==> src/rtl/iir_pkg.sv <==
// Shared constants and helpers for the IIR filter chain: sample width, clog2 and a
// signed saturating clamp that also reports whether clamping happened.
package iir_pkg;

   localparam int unsigned IIR_DATA_W = 18;

   function automatic int unsigned clog2(input int unsigned value);
      int unsigned result;
      result = 0;
      for (int i = 0; i < 32; i++) begin
         if ((64'd1 << i) < 64'(value)) result = i + 1;
      end
      return result;
   endfunction

   // Clamp a sign-extended value into the signed range of out_w bits.
   function automatic logic signed [63:0] sat_signed(input logic signed [63:0] value,
                                                     input int unsigned out_w,
                                                     output logic sat);
      logic signed [63:0] hi;
      logic signed [63:0] lo;
      hi = (64'sd1 <<< (out_w - 1)) - 64'sd1;
      lo = -hi - 64'sd1;
      sat = 1'b0;
      if (value > hi) begin
         sat = 1'b1;
         return hi;
      end
      if (value < lo) begin
         sat = 1'b1;
         return lo;
      end
      return value;
   endfunction

endpackage

==> src/rtl/iir_skid_fifo.sv <==
// Two-entry valid/ready FIFO. The head register keeps the last popped value when empty,
// and a simultaneous push and pop is always accepted, even when full.
module iir_skid_fifo #(
   parameter int unsigned W = 8
) (
   input  logic         clk,
   input  logic         rst,
   input  logic         push,
   input  logic [W-1:0] push_data,
   output logic         full,
   input  logic         pop,
   output logic [W-1:0] pop_data,
   output logic         valid
);

   logic [W-1:0] head_q;
   logic [W-1:0] tail_q;
   logic [1:0]   count_q;
   logic         do_pop;
   logic         do_push;

   always_comb begin
      do_pop  = pop && (count_q != 2'd0);
      do_push = push && ((count_q != 2'd2) || do_pop);
      full     = (count_q == 2'd2);
      valid    = (count_q != 2'd0);
      pop_data = head_q;
   end

   always_ff @(posedge clk) begin
      if (rst) begin
         head_q  <= '0;
         tail_q  <= '0;
         count_q <= 2'd0;
      end else begin
         if (do_pop && (count_q == 2'd2)) begin
            head_q <= tail_q;
            if (do_push) tail_q <= push_data;
         end else if (do_pop) begin
            if (do_push) head_q <= push_data;
         end else if (do_push) begin
            if (count_q == 2'd0) head_q <= push_data;
            else                 tail_q <= push_data;
         end
         count_q <= count_q + {1'b0, do_push} - {1'b0, do_pop};
      end
   end

endmodule

==> src/rtl/iir_decim.sv <==
// Accumulate-and-dump decimator with shift scaling, saturation and a 2-entry output buffer.
// Define DECIM_ROUND_EN to round half toward +inf before saturation instead of truncating.
module iir_decim
   import iir_pkg::*;
#(
   parameter int unsigned IN_W  = IIR_DATA_W,
   parameter int unsigned OUT_W = 8,
   parameter int unsigned DECIM = 4,
   parameter int unsigned SHIFT = 2
) (
   input  logic                    clk,
   input  logic                    rst,
   input  logic signed [IN_W-1:0]  data_in,
   input  logic                    in_valid,
   output logic signed [OUT_W-1:0] out_data,
   output logic                    out_valid,
   input  logic                    out_ready,
   output logic                    sat_flag,
   output logic                    overrun
);

   localparam int unsigned CNT_W = clog2(DECIM);
   localparam int unsigned ACC_W = IN_W + CNT_W;

   logic signed [ACC_W-1:0] acc_q;
   logic [CNT_W-1:0]        cnt_q;
   logic signed [ACC_W:0]   sum_ext;
   logic signed [ACC_W:0]   biased;
   logic signed [ACC_W:0]   shifted;
   logic signed [63:0]      wide;
   logic signed [63:0]      clamped;
   logic                    clamp_hit;
   logic                    block_end;
   logic                    pop;
   logic                    full;
   logic [OUT_W-1:0]        q;
   logic [OUT_W-1:0]        head;

`ifdef DECIM_ROUND_EN
   localparam logic [ACC_W:0] RND = (SHIFT > 0) ? ((ACC_W + 1)'(1) << (SHIFT - 1)) : '0;
`endif

   always_comb begin
      sum_ext = {acc_q[ACC_W-1], acc_q} + {{(ACC_W + 1 - IN_W){data_in[IN_W-1]}}, data_in};
`ifdef DECIM_ROUND_EN
      biased = sum_ext + RND;
`else
      biased = sum_ext;
`endif
      shifted   = biased >>> SHIFT;
      wide      = {{(63 - ACC_W){shifted[ACC_W]}}, shifted};
      clamp_hit = 1'b0;
      clamped   = sat_signed(wide, OUT_W, clamp_hit);
      q         = clamped[OUT_W-1:0];
      block_end = in_valid && (cnt_q == CNT_W'(DECIM - 1));
      pop       = out_valid && out_ready;
      out_data  = head;
   end

   always_ff @(posedge clk) begin
      if (rst) begin
         acc_q    <= '0;
         cnt_q    <= '0;
         sat_flag <= 1'b0;
         overrun  <= 1'b0;
      end else begin
         if (block_end) begin
            acc_q <= '0;
            cnt_q <= '0;
            if (clamp_hit) sat_flag <= 1'b1;
            // Buffer full and nothing leaving this edge: the new result is lost.
            if (full && !pop) overrun <= 1'b1;
         end else if (in_valid) begin
            acc_q <= sum_ext[ACC_W-1:0];
            cnt_q <= cnt_q + 1'b1;
         end
      end
   end

   iir_skid_fifo #(
      .W(OUT_W)
   ) u_fifo (
      .clk      (clk),
      .rst      (rst),
      .push     (block_end),
      .push_data(q),
      .full     (full),
      .pop      (pop),
      .pop_data (head),
      .valid    (out_valid)
   );

endmodule

==> config.mk <==
export PLATFORM = sky130hd
export DESIGN_NAME = iir_decim
export DESIGN_NICKNAME = d
export VERILOG_FILES = /design/src/rtl/iir_pkg.sv /design/src/rtl/iir_skid_fifo.sv /design/src/rtl/iir_decim.sv
export SDC_FILE = /design/constraint.sdc
export NUM_CORES = 1
export LEC_CHECK = 0
export ABC_AREA = 1
export CAP_MARGIN = 10
export CORE_UTILIZATION = 52
export DETAILED_ROUTE_END_ITERATION = 6
export PLACE_DENSITY = 0.8
export RECOVER_POWER = 50
export SETUP_SLACK_MARGIN = 0.1
export SYNTH_ARGS = -nofsm -noshare
export SYNTH_HDL_FRONTEND = slang
export SYNTH_SLANG_ARGS = --single-unit
==> constraint.sdc <==
create_clock -name clk -period 2.4 [get_ports clk]
set_clock_uncertainty 0.2 [all_clocks]
set_input_delay 0.36 -clock clk [delete_from_list [all_inputs] [get_ports clk]]
set_output_delay 0.36 -clock clk [all_outputs]
set_load 0.005 [all_outputs]
==> results of run 1 <==
==> metrics by stage <==
step                      hold slack (ns)  util (%)  setup slack, ns  instance area, um2  setup TNS, ns
after floorplan                     0.229         -           -0.123                3330          -1.04
after global placement              0.253      67.9           -0.735                4070         -14.96
after detailed placement            0.255      67.9           -0.869                4070         -17.61
after CTS                           0.269      77.4           -0.188                4640          -2.57
after global routing                0.295      79.7           -0.464                4770          -6.35
final                               0.264      79.7           -0.337                4770          -4.54
==> where the power goes <==
part           leakage (nW)  switching (mW)  internal, mW
clock                0.0441           0.284         0.205
combinational          2.07           0.909         0.750
sequential            0.345          0.0579         0.772
==> layout make-up <==
type / count / area, um2 / share of cell area [%]
Multi-Input combinational cell: 382 / 2550 / 53.5
Clock buffer: 5 / 68.8 / 1.44
Inverter: 90 / 342 / 7.15
Sequential cell: 42 / 845 / 17.7
Timing Repair Buffer: 99 / 850 / 17.8
Tap cell: 75 / 93.8 / 1.97
Clock inverter: 3 / 21.3 / 0.445
==> registers in the layout (all words and copies together) (netlist names) <==
| register | flops |
|---|---|
| acc_q | 20 |
| u_fifo.pop_data | 8 |
| u_fifo.tail_q | 8 |
| cnt_q | 2 |
| u_fifo.count_q | 2 |
| overrun | 1 |
| sat_flag | 1 |
==> path summary, 6_finish.rpt <==
path / endpoint
worst max-delay path: u_fifo.tail_q[6]
worst min-delay path: u_fifo.pop_data[4]
worst min register to register: u_fifo.pop_data[4]
worst max register to register: u_fifo.tail_q[6]
==> timing repair <==
action	CTS	global route
gates cloned	1	0
hold endpoints to repair	0	0
buffers inserted	12	7
gates resized for setup	88	23
endpoints found under the setup margin	31	24
pin swaps	36	10
==> cells by family after synthesis <==
| kind of cell | after synthesis | synth area share, % |
|---|---|---|
| flops | 42 | 25.6 |
| compound gates | 71 | 13.1 |
| fa+ha+maj | 24 | 9.37 |
| xor+xnor | 9 | 2.40 |
| buf+inv | 100 | 11.8 |
| simple gates | 278 | 37.8 |
==> per-layer routing <==
layer | part of all wire, % | track usage, %
met1 | 39 | 37.7
met2 | 48 | 55.9
met3 | 7.7 | 7.56
met4 | 5.3 | 18.2
met5 | 0 | 0
==> layout by cell type, fill, tap and decap left out, types with 4 or more instances in the layout <==
cell	count
sky130_fd_sc_hd__nor2_2	11
sky130_fd_sc_hd__ha_1	5
sky130_fd_sc_hd__nand4_1	6
sky130_fd_sc_hd__inv_1	77
sky130_fd_sc_hd__dlygate4sd3_1	12
sky130_fd_sc_hd__buf_6	5
sky130_fd_sc_hd__ha_4	18
sky130_fd_sc_hd__nand3_2	17
sky130_fd_sc_hd__nor2_4	4
sky130_fd_sc_hd__o211ai_1	13
sky130_fd_sc_hd__a21oi_1	20
sky130_fd_sc_hd__dlygate4sd2_1	18
sky130_fd_sc_hd__a21oi_2	7
sky130_fd_sc_hd__nand3_1	19
sky130_fd_sc_hd__clkbuf_8	5
sky130_fd_sc_hd__buf_4	59
sky130_fd_sc_hd__xor2_1	5
sky130_fd_sc_hd__o21ai_1	7
sky130_fd_sc_hd__o21ai_0	15
sky130_fd_sc_hd__nand2_4	4
sky130_fd_sc_hd__dfxtp_1	39
sky130_fd_sc_hd__nand2_2	41
sky130_fd_sc_hd__nand2_1	106
sky130_fd_sc_hd__nor2_1	61
sky130_fd_sc_hd__inv_2	12
==> critical path: cells and delay by family, from the launching register on <==
| kind | cells | cell delay, ns |
|---|---|---|
| simple gates | 10 | 1.18 |
| flops | 1 | 0.36 |
| fa+ha+maj | 1 | 0.32 |
| compound gates | 2 | 0.28 |
| buf+inv | 3 | 0.28 |
==> impl_metrics.csv, run 1 <==
group,metric,value,unit
outcome,status,"finished with violations",
outcome,violations_in_the_final_reports,"negative setup slack",
die,design.core.area,5990,um2
layout,antennaDiodeCount,0,
worst_setup_path,required,2.41,ns
power_and_ir_drop,power_density,624,nW/um2
logic_synthesis,yosys.cell_types.count,33,
timing,fmax,0.365,GHz
global_route,grt_max_degree,29,
worst_hold_path,hold_depth,2,
worst_setup_path,timing.critical_path.fanout_max,8,
logic_synthesis,synth_nets,570,
worst_setup_path,arrival,2.74,ns
worst_setup_path,rr_worst_depth,16,
logic_synthesis,yosys.cell_count.top_type,"sky130_fd_sc_hd__nand2_1",
layout,syn_to_final_growth,45.3,%
timing,setup_viol,15,
drt,drc,0,
worst_setup_path,worst_path_max_delay_cell,"sky130_fd_sc_hd__dfxtp_1",
logic_synthesis,ys_ff_latch,42,
timing,tightest_slew_margin_relative_to_the_limit,58.5,%
worst_setup_path,critical-path-top-cell-by-count,"sky130_fd_sc_hd__nand2_1",
flow_run,max_cap_viol_count,0,
logic_synthesis,synth.yosys.warnings,0,
placement,placement.io_buffers,32,
timing,slew_viols_final,0,
logic_synthesis,mappedNetlistArea,3290,um2
placement,hpwlAfterDp,6730,um
drt,first_iter_violations,358,
layout,post_route_cells_drive_above_1_share,33.2,%
clock_tree,htree_num_levels,2,
worst_hold_path,hp-start,"u_fifo.pop_data[4]",
global_route,initial_antenna_violation_count,0,
worst_setup_path,critical_path.reg2reg.startpoint,"acc_q[10]",
drt,route.detailed.vias_per_inst,5.58,
placement,place.gp.congestion,1.02,
logic_synthesis,yosys-top-cells-area,"sky130_fd_sc_hd__dfxtp_1 26%, sky130_fd_sc_hd__nand2_1 15%, sky130_fd_sc_hd__inv_1 9.1%",
global_route,groute.usage.overall,32.8,%
timing,post-route-worst-setup-slack,-0.337,ns
drt,wl_per_cell,15.9,um
drt,drt-total-wl,11000,um
logic_synthesis,synth_top_area_share,25.6,%
global_route,globalRouteOverflowTotal,0,
timing,finalHoldViolCount,0,
logic_synthesis,synth_largest_area_cell,"sky130_fd_sc_hd__dfxtp_1",
logic_synthesis,synthesis.instances,524,
worst_setup_path,worst-setup-path-type,"reg2reg",
logic_synthesis,synth_edf_count,0,
power_and_ir_drop,total_power,2.98,mW
worst_setup_path,critical-path-max-stage-delay,0.36,ns
die,die-height,81.5,um
drt,drt-pass1-iter-count,5,
worst_setup_path,slack_of_the_worst_reg_to_reg_path,-0.34,ns
logic_synthesis,yosysSeqAreaShare,25.6,%
die,floorplan.die.width,81.5,um
global_route,grt_pass1_vias,3679,
power_and_ir_drop,cellLeakagePower,2.46,nW
clock_tree,tritoncts_clock_tree,"yes",
clock_tree,ctsHoldBuffers,0,
clock_tree,clk_root_buffer_cell,"sky130_fd_sc_hd__clkbuf_8",
worst_setup_path,critical_path.cell_chain,"ha_4, nand2_1, nor2_1, nand2_1, nand3_2, nand2_1, nand2_2, nand2_2, nor2_4, nand3_2, o21bai_4, buf_6, buf_12, nand3_1, o211ai_1, inv_1",
drt,antenna_violating_nets_post_route,0,
clock_tree,clkSinkCount,42,
timing,worst_slew_pin_slew,0.623,ns
layout,filler_cell_count,373,
power_and_ir_drop,worst_ir_drop_vdd,0.479,mV
worst_hold_path,hp-class,"reg2reg",
timing,post-route-period-util,114,%
die,die_area,6640,um2
die,floorplan.initialDensity,54.8,%
global_route,first_pass_grt_wire_length,16500,um
clock_tree,clkTransAtPathRegs,0.09,ns
logic_synthesis,synthesis.area_per_instance,6.27,um2
worst_setup_path,worst_setup_path_startpoint,"acc_q[10]",
clock_tree,cts_made_buffers,5,
clock_tree,cts.path.max_buffers,2,
worst_setup_path,timing.critical_path.from_type,"flip-flop",
logic_synthesis,synth-async-reset-ratio,0,%
drt,routed-via-count,3881,
placement,dp.cells,669,
logic_synthesis,synth-main-ff-cell,"sky130_fd_sc_hd__dfxtp_1",
die,io-pin-count,33,
die,core_rows,28,
timing,post-route-min-period,2.74,ns
worst_setup_path,cp-end-kind,"flip-flop",
timing,rsz0062_at_grt,"yes",
layout,final-instance-count-excl-fill,696,
layout,finalNetCount,666,
logic_synthesis,synthTopCellsByCount,"133 x sky130_fd_sc_hd__nand2_1, 80 x sky130_fd_sc_hd__inv_1, 68 x sky130_fd_sc_hd__nor2_1",
clock_tree,clkLatencyLatePin,0.31,ns
Power figures use the tool's default switching activity.
==> run 2: changes to the inputs <==
--- a/config.mk
+++ b/config.mk
@@ -7,9 +7,10 @@
 export LEC_CHECK = 0
 export ABC_AREA = 1
 export CAP_MARGIN = 10
-export CORE_UTILIZATION = 52
+export CORE_MARGIN = 2
+export CORE_UTILIZATION = 62
 export DETAILED_ROUTE_END_ITERATION = 6
-export PLACE_DENSITY = 0.8
+export PLACE_DENSITY = 0.89
 export RECOVER_POWER = 50
 export SETUP_SLACK_MARGIN = 0.1
 export SYNTH_ARGS = -nofsm -noshare
==> constraint.sdc (replaced) <==
create_clock -name clk -period 3.35 [get_ports clk]
set_clock_uncertainty 0.2 [all_clocks]
set_input_delay 1.005 -clock clk [delete_from_list [all_inputs] [get_ports clk]]
set_output_delay 1.005 -clock clk [all_outputs]
set_load 0.005 [all_outputs]
==> run 2 against run 1 <==
Against the previous run: synthesized cell count stayed put; synthesized area stayed put; the run now fails in 5_1_grt.
==> impl_metrics.csv, run 2 <==
group,metric,value,unit
timing,worst_path_end_type,"register input",
clock_tree,ctsHoldBuffers,0,
logic_synthesis,synth-async-reset-ratio,0,%
clock_tree,clkSinkCount,42,
logic_synthesis,synth_nets,570,
outcome,stop_stage,"5_1_grt",
logic_synthesis,synthTopCellsByCount,"133 x sky130_fd_sc_hd__nand2_1, 80 x sky130_fd_sc_hd__inv_1, 68 x sky130_fd_sc_hd__nor2_1",
die,floorplan.die.width,76.8,um
logic_synthesis,yosys.cell_types.count,33,
placement,dp.cells,661,
logic_synthesis,synth.yosys.warnings,0,
logic_synthesis,yosys.cell_count.top_type,"sky130_fd_sc_hd__nand2_1",
placement,hpwlAfterDp,6750,um
logic_synthesis,yosysSeqAreaShare,25.6,%
logic_synthesis,synth_edf_count,0,
outcome,first-error,"[ERROR DPL-0038] Utilization greater than 100%, impossible to legalize",
outcome,status,"did not finish",
global_route,grt_max_degree,29,
clock_tree,htree_num_levels,2,
logic_synthesis,synthesis.area_per_instance,6.27,um2
die,die-height,76.8,um
placement,placement.io_buffers,32,
clock_tree,cts.path.max_buffers,2,
logic_synthesis,mappedNetlistArea,3290,um2
logic_synthesis,synth_largest_area_cell,"sky130_fd_sc_hd__dfxtp_1",
logic_synthesis,synthesis.instances,524,
die,floorplan.initialDensity,64.3,%
placement,worst_case_setup_slack_after_placement,-0.510,ns
clock_tree,cts_made_buffers,5,
logic_synthesis,yosys-top-cells-area,"sky130_fd_sc_hd__dfxtp_1 26%, sky130_fd_sc_hd__nand2_1 15%, sky130_fd_sc_hd__inv_1 9.1%",
die,core_rows,26,
clock_tree,clk_root_buffer_cell,"sky130_fd_sc_hd__clkbuf_8",
die,io-pin-count,33,
timing,grt_repair_worst_endpoint,"u_fifo.tail_q[6]$_SDFFE_PP0P_/D",
logic_synthesis,synth-main-ff-cell,"sky130_fd_sc_hd__dfxtp_1",
placement,place.gp.congestion,0.980,
logic_synthesis,ys_ff_latch,42,
placement,placed_instance_area,4000,um2
logic_synthesis,synth_top_area_share,25.6,%
## run 2: cell counts after synthesis
No cell type changed its count.
## run 2: what timing repair did
item / in CTS
setup buffers: 13
pin swaps: 27
endpoints found under the setup margin: 16
gates cloned: 1
resized for setup: 66
## run 2: cell families after synthesis
logic type / Yosys count / synth area share (%)
flip-flops: 42 / 25.6
adder cells (fa/ha/maj): 24 / 9.37
AO/OA/AOI/OAI: 71 / 13.1
AND/OR/NAND/NOR: 278 / 37.8
XOR/XNOR: 9 / 2.40
buffers and inverters: 100 / 11.8
## run 2: metrics by stage
step,utilization (%),hold slack (ns)
2_1_floorplan,-,0.243
3_3_place_gp,78.3,0.252
3_5_place_dp,78.3,0.259
4_1_cts,88.9,0.275
==> run 3: changes to the inputs <==
--- a/config.mk
+++ b/config.mk
@@ -8,11 +8,10 @@
 export ABC_AREA = 1
 export CAP_MARGIN = 10
 export CORE_MARGIN = 2
-export CORE_UTILIZATION = 62
+export CORE_UTILIZATION = 40
 export DETAILED_ROUTE_END_ITERATION = 6
-export PLACE_DENSITY = 0.89
+export PLACE_DENSITY_LB_ADDON = 0.15
 export RECOVER_POWER = 50
-export SETUP_SLACK_MARGIN = 0.1
 export SYNTH_ARGS = -nofsm -noshare
 export SYNTH_HDL_FRONTEND = slang
 export SYNTH_SLANG_ARGS = --single-unit
==> run 3 against run 2 <==
Against the previous run: the flow now finishes without violations.
==> impl_metrics.csv, run 3 (synthesized netlist as in run 1, its figures left out) <==
group,metric,value,unit
die,core_rows,33,
drt,first_iter_violations,168,
drt,route.detailed.vias_per_inst,4.93,
worst_setup_path,timing.critical_path.fanout_max,8,
worst_setup_path,arrival,3.26,ns
worst_setup_path,required,3.35,ns
global_route,globalRouteOverflowTotal,0,
global_route,first_pass_grt_wire_length,15100,um
worst_setup_path,timing.critical_path.from_type,"input port",
drt,antenna_violating_nets_post_route,0,
clock_tree,clkSinkCount,42,
drt,drc,0,
timing,tightest_slew_margin_relative_to_the_limit,53.5,%
die,io-pin-count,33,
layout,post_route_cells_drive_above_1_share,32.5,%
clock_tree,cts.path.max_buffers,2,
timing,worst_slew_pin_slew,0.696,ns
drt,drt-total-wl,9510,um
timing,totalNegativeSetupSlack,0,ns
clock_tree,clkTransAtPathRegs,0.09,ns
layout,mostFrequentLayoutCell,"sky130_fd_sc_hd__nand2_1",
power_and_ir_drop,total_power,2.07,mW
layout,finalNetCount,664,
die,floorplan.die.width,94.6,um
clock_tree,htree_num_levels,2,
clock_tree,tritoncts_clock_tree,"yes",
power_and_ir_drop,worst_ir_drop_vdd,0.209,mV
timing,finalHoldViolCount,0,
power_and_ir_drop,power_density,432,nW/um2
die,die-height,94.6,um
placement,placement.io_buffers,32,
worst_setup_path,worst-setup-path-type,"in2reg",
drt,drt-pass1-iter-count,5,
die,design.core.area,8090,um2
timing,post-route-min-period,3.26,ns
layout,antennaDiodeCount,0,
worst_setup_path,cp-end-kind,"flip-flop",
layout,syn_to_final_growth,45.7,%
power_and_ir_drop,cellLeakagePower,2.53,nW
drt,wl_per_cell,13.1,um
worst_hold_path,hp-class,"reg2reg",
placement,place.gp.congestion,0.927,
timing,fmax,0.307,GHz
layout,flip_flop_count_of_the_largest_register_after_layout,20,
worst_hold_path,hold_depth,2,
global_route,grt_pass1_vias,3347,
global_route,initial_antenna_violation_count,0,
flow_run,max_cap_viol_count,0,
layout,layout.cells.most_common_list,"103 x sky130_fd_sc_hd__nand2_1, 76 x sky130_fd_sc_hd__inv_1, 64 x sky130_fd_sc_hd__nor2_1",
die,die_area,8950,um2
die,floorplan.initialDensity,40.6,%
clock_tree,cts_made_buffers,5,
global_route,grt_max_degree,29,
clock_tree,clkLatencyLatePin,0.31,ns
timing,setup_viol,0,
layout,registers.top_by_ff_count,"acc_q",
drt,routed-via-count,3567,
timing,post-route-period-util,97.3,%
placement,hpwlAfterDp,6960,um
global_route,groute.usage.overall,21.2,%
worst_setup_path,rr_worst_depth,19,
outcome,status,"complete, no violations",
timing,slew_viols_final,0,
clock_tree,clk_root_buffer_cell,"sky130_fd_sc_hd__clkbuf_8",
## run 3: what timing repair did
| action | CTS | global route |
|---|---|---|
| buffers inserted | 8 | 5 |
| endpoints found under the setup margin | 15 | 15 |
| gates resized for setup | 40 | 74 |
| pin swaps | 13 | 25 |
| gates cloned | 1 | 0 |
| hold buffers | 0 | 0 |
## run 3: final cells by class
class	instances	area (um2)
Inverter	90	338
Fill cell	778	3310
Tap cell	105	131
Timing Repair Buffer	97	857
Sequential cell	42	841
Clock buffer	6	72.6
Clock inverter	2	13.8
Multi-Input combinational cell	382	2530
## run 3: final timing paths
path,start,end,slack (ns)
setup / recovery,data_in[14],u_fifo.tail_q[1],0.09
hold / removal,u_fifo.pop_data[0],u_fifo.pop_data[0],0.27
hold reg to reg,u_fifo.pop_data[0],u_fifo.pop_data[0],0.27
setup reg to reg,acc_q[0],sat_flag,0.64
## run 3: worst max-delay path, cell delays in order
cell	delay [ns]
sky130_fd_sc_hd__clkdlybuf4s50_1	0.44
sky130_fd_sc_hd__ha_4	0.33
sky130_fd_sc_hd__nand2_2	0.07
sky130_fd_sc_hd__buf_4	0.13
sky130_fd_sc_hd__nor3_1	0.17
sky130_fd_sc_hd__nand2_1	0.09
sky130_fd_sc_hd__nand3_1	0.09
sky130_fd_sc_hd__nand2_2	0.09
sky130_fd_sc_hd__nor2_1	0.09
sky130_fd_sc_hd__nand2_1	0.10
sky130_fd_sc_hd__o21bai_4	0.25
sky130_fd_sc_hd__buf_12	0.16
sky130_fd_sc_hd__nand3_1	0.07
sky130_fd_sc_hd__o211ai_1	0.10
sky130_fd_sc_hd__inv_1	0.06
## run 3: stage by stage
step	utilization (%)	area (um2)	worst slack, ns	cells	hold WS (ns)
after CTS	55.2	4470	0.00144	719	0.273
after global placement	50.5	4080	-0.501	702	0.252
after floorplan	-	3290	0.0984	524	0.243
after detailed placement	50.5	4080	-0.552	702	0.257
after global routing	59.1	4790	-0.0153	724	0.285
final	59.1	4790	0.0890	724	0.268
## run 3: per-layer routing
metal	track usage, %	up-vias	share of wire, %
li1	-	1840	-
met1	27.3	1635	47
met2	36.6	78	47
met3	3.59	14	4.2
met4	5.43	0	1.5
met5	0	-	0
## run 3: where the power goes
| group | leakage (nW) | total (mW) | switching, mW | internal, mW |
|---|---|---|---|---|
| registers | 0.344 | 0.594 | 0.0418 | 0.552 |
| logic | 2.14 | 1.11 | 0.589 | 0.523 |
| clock network | 0.0452 | 0.364 | 0.215 | 0.148 |
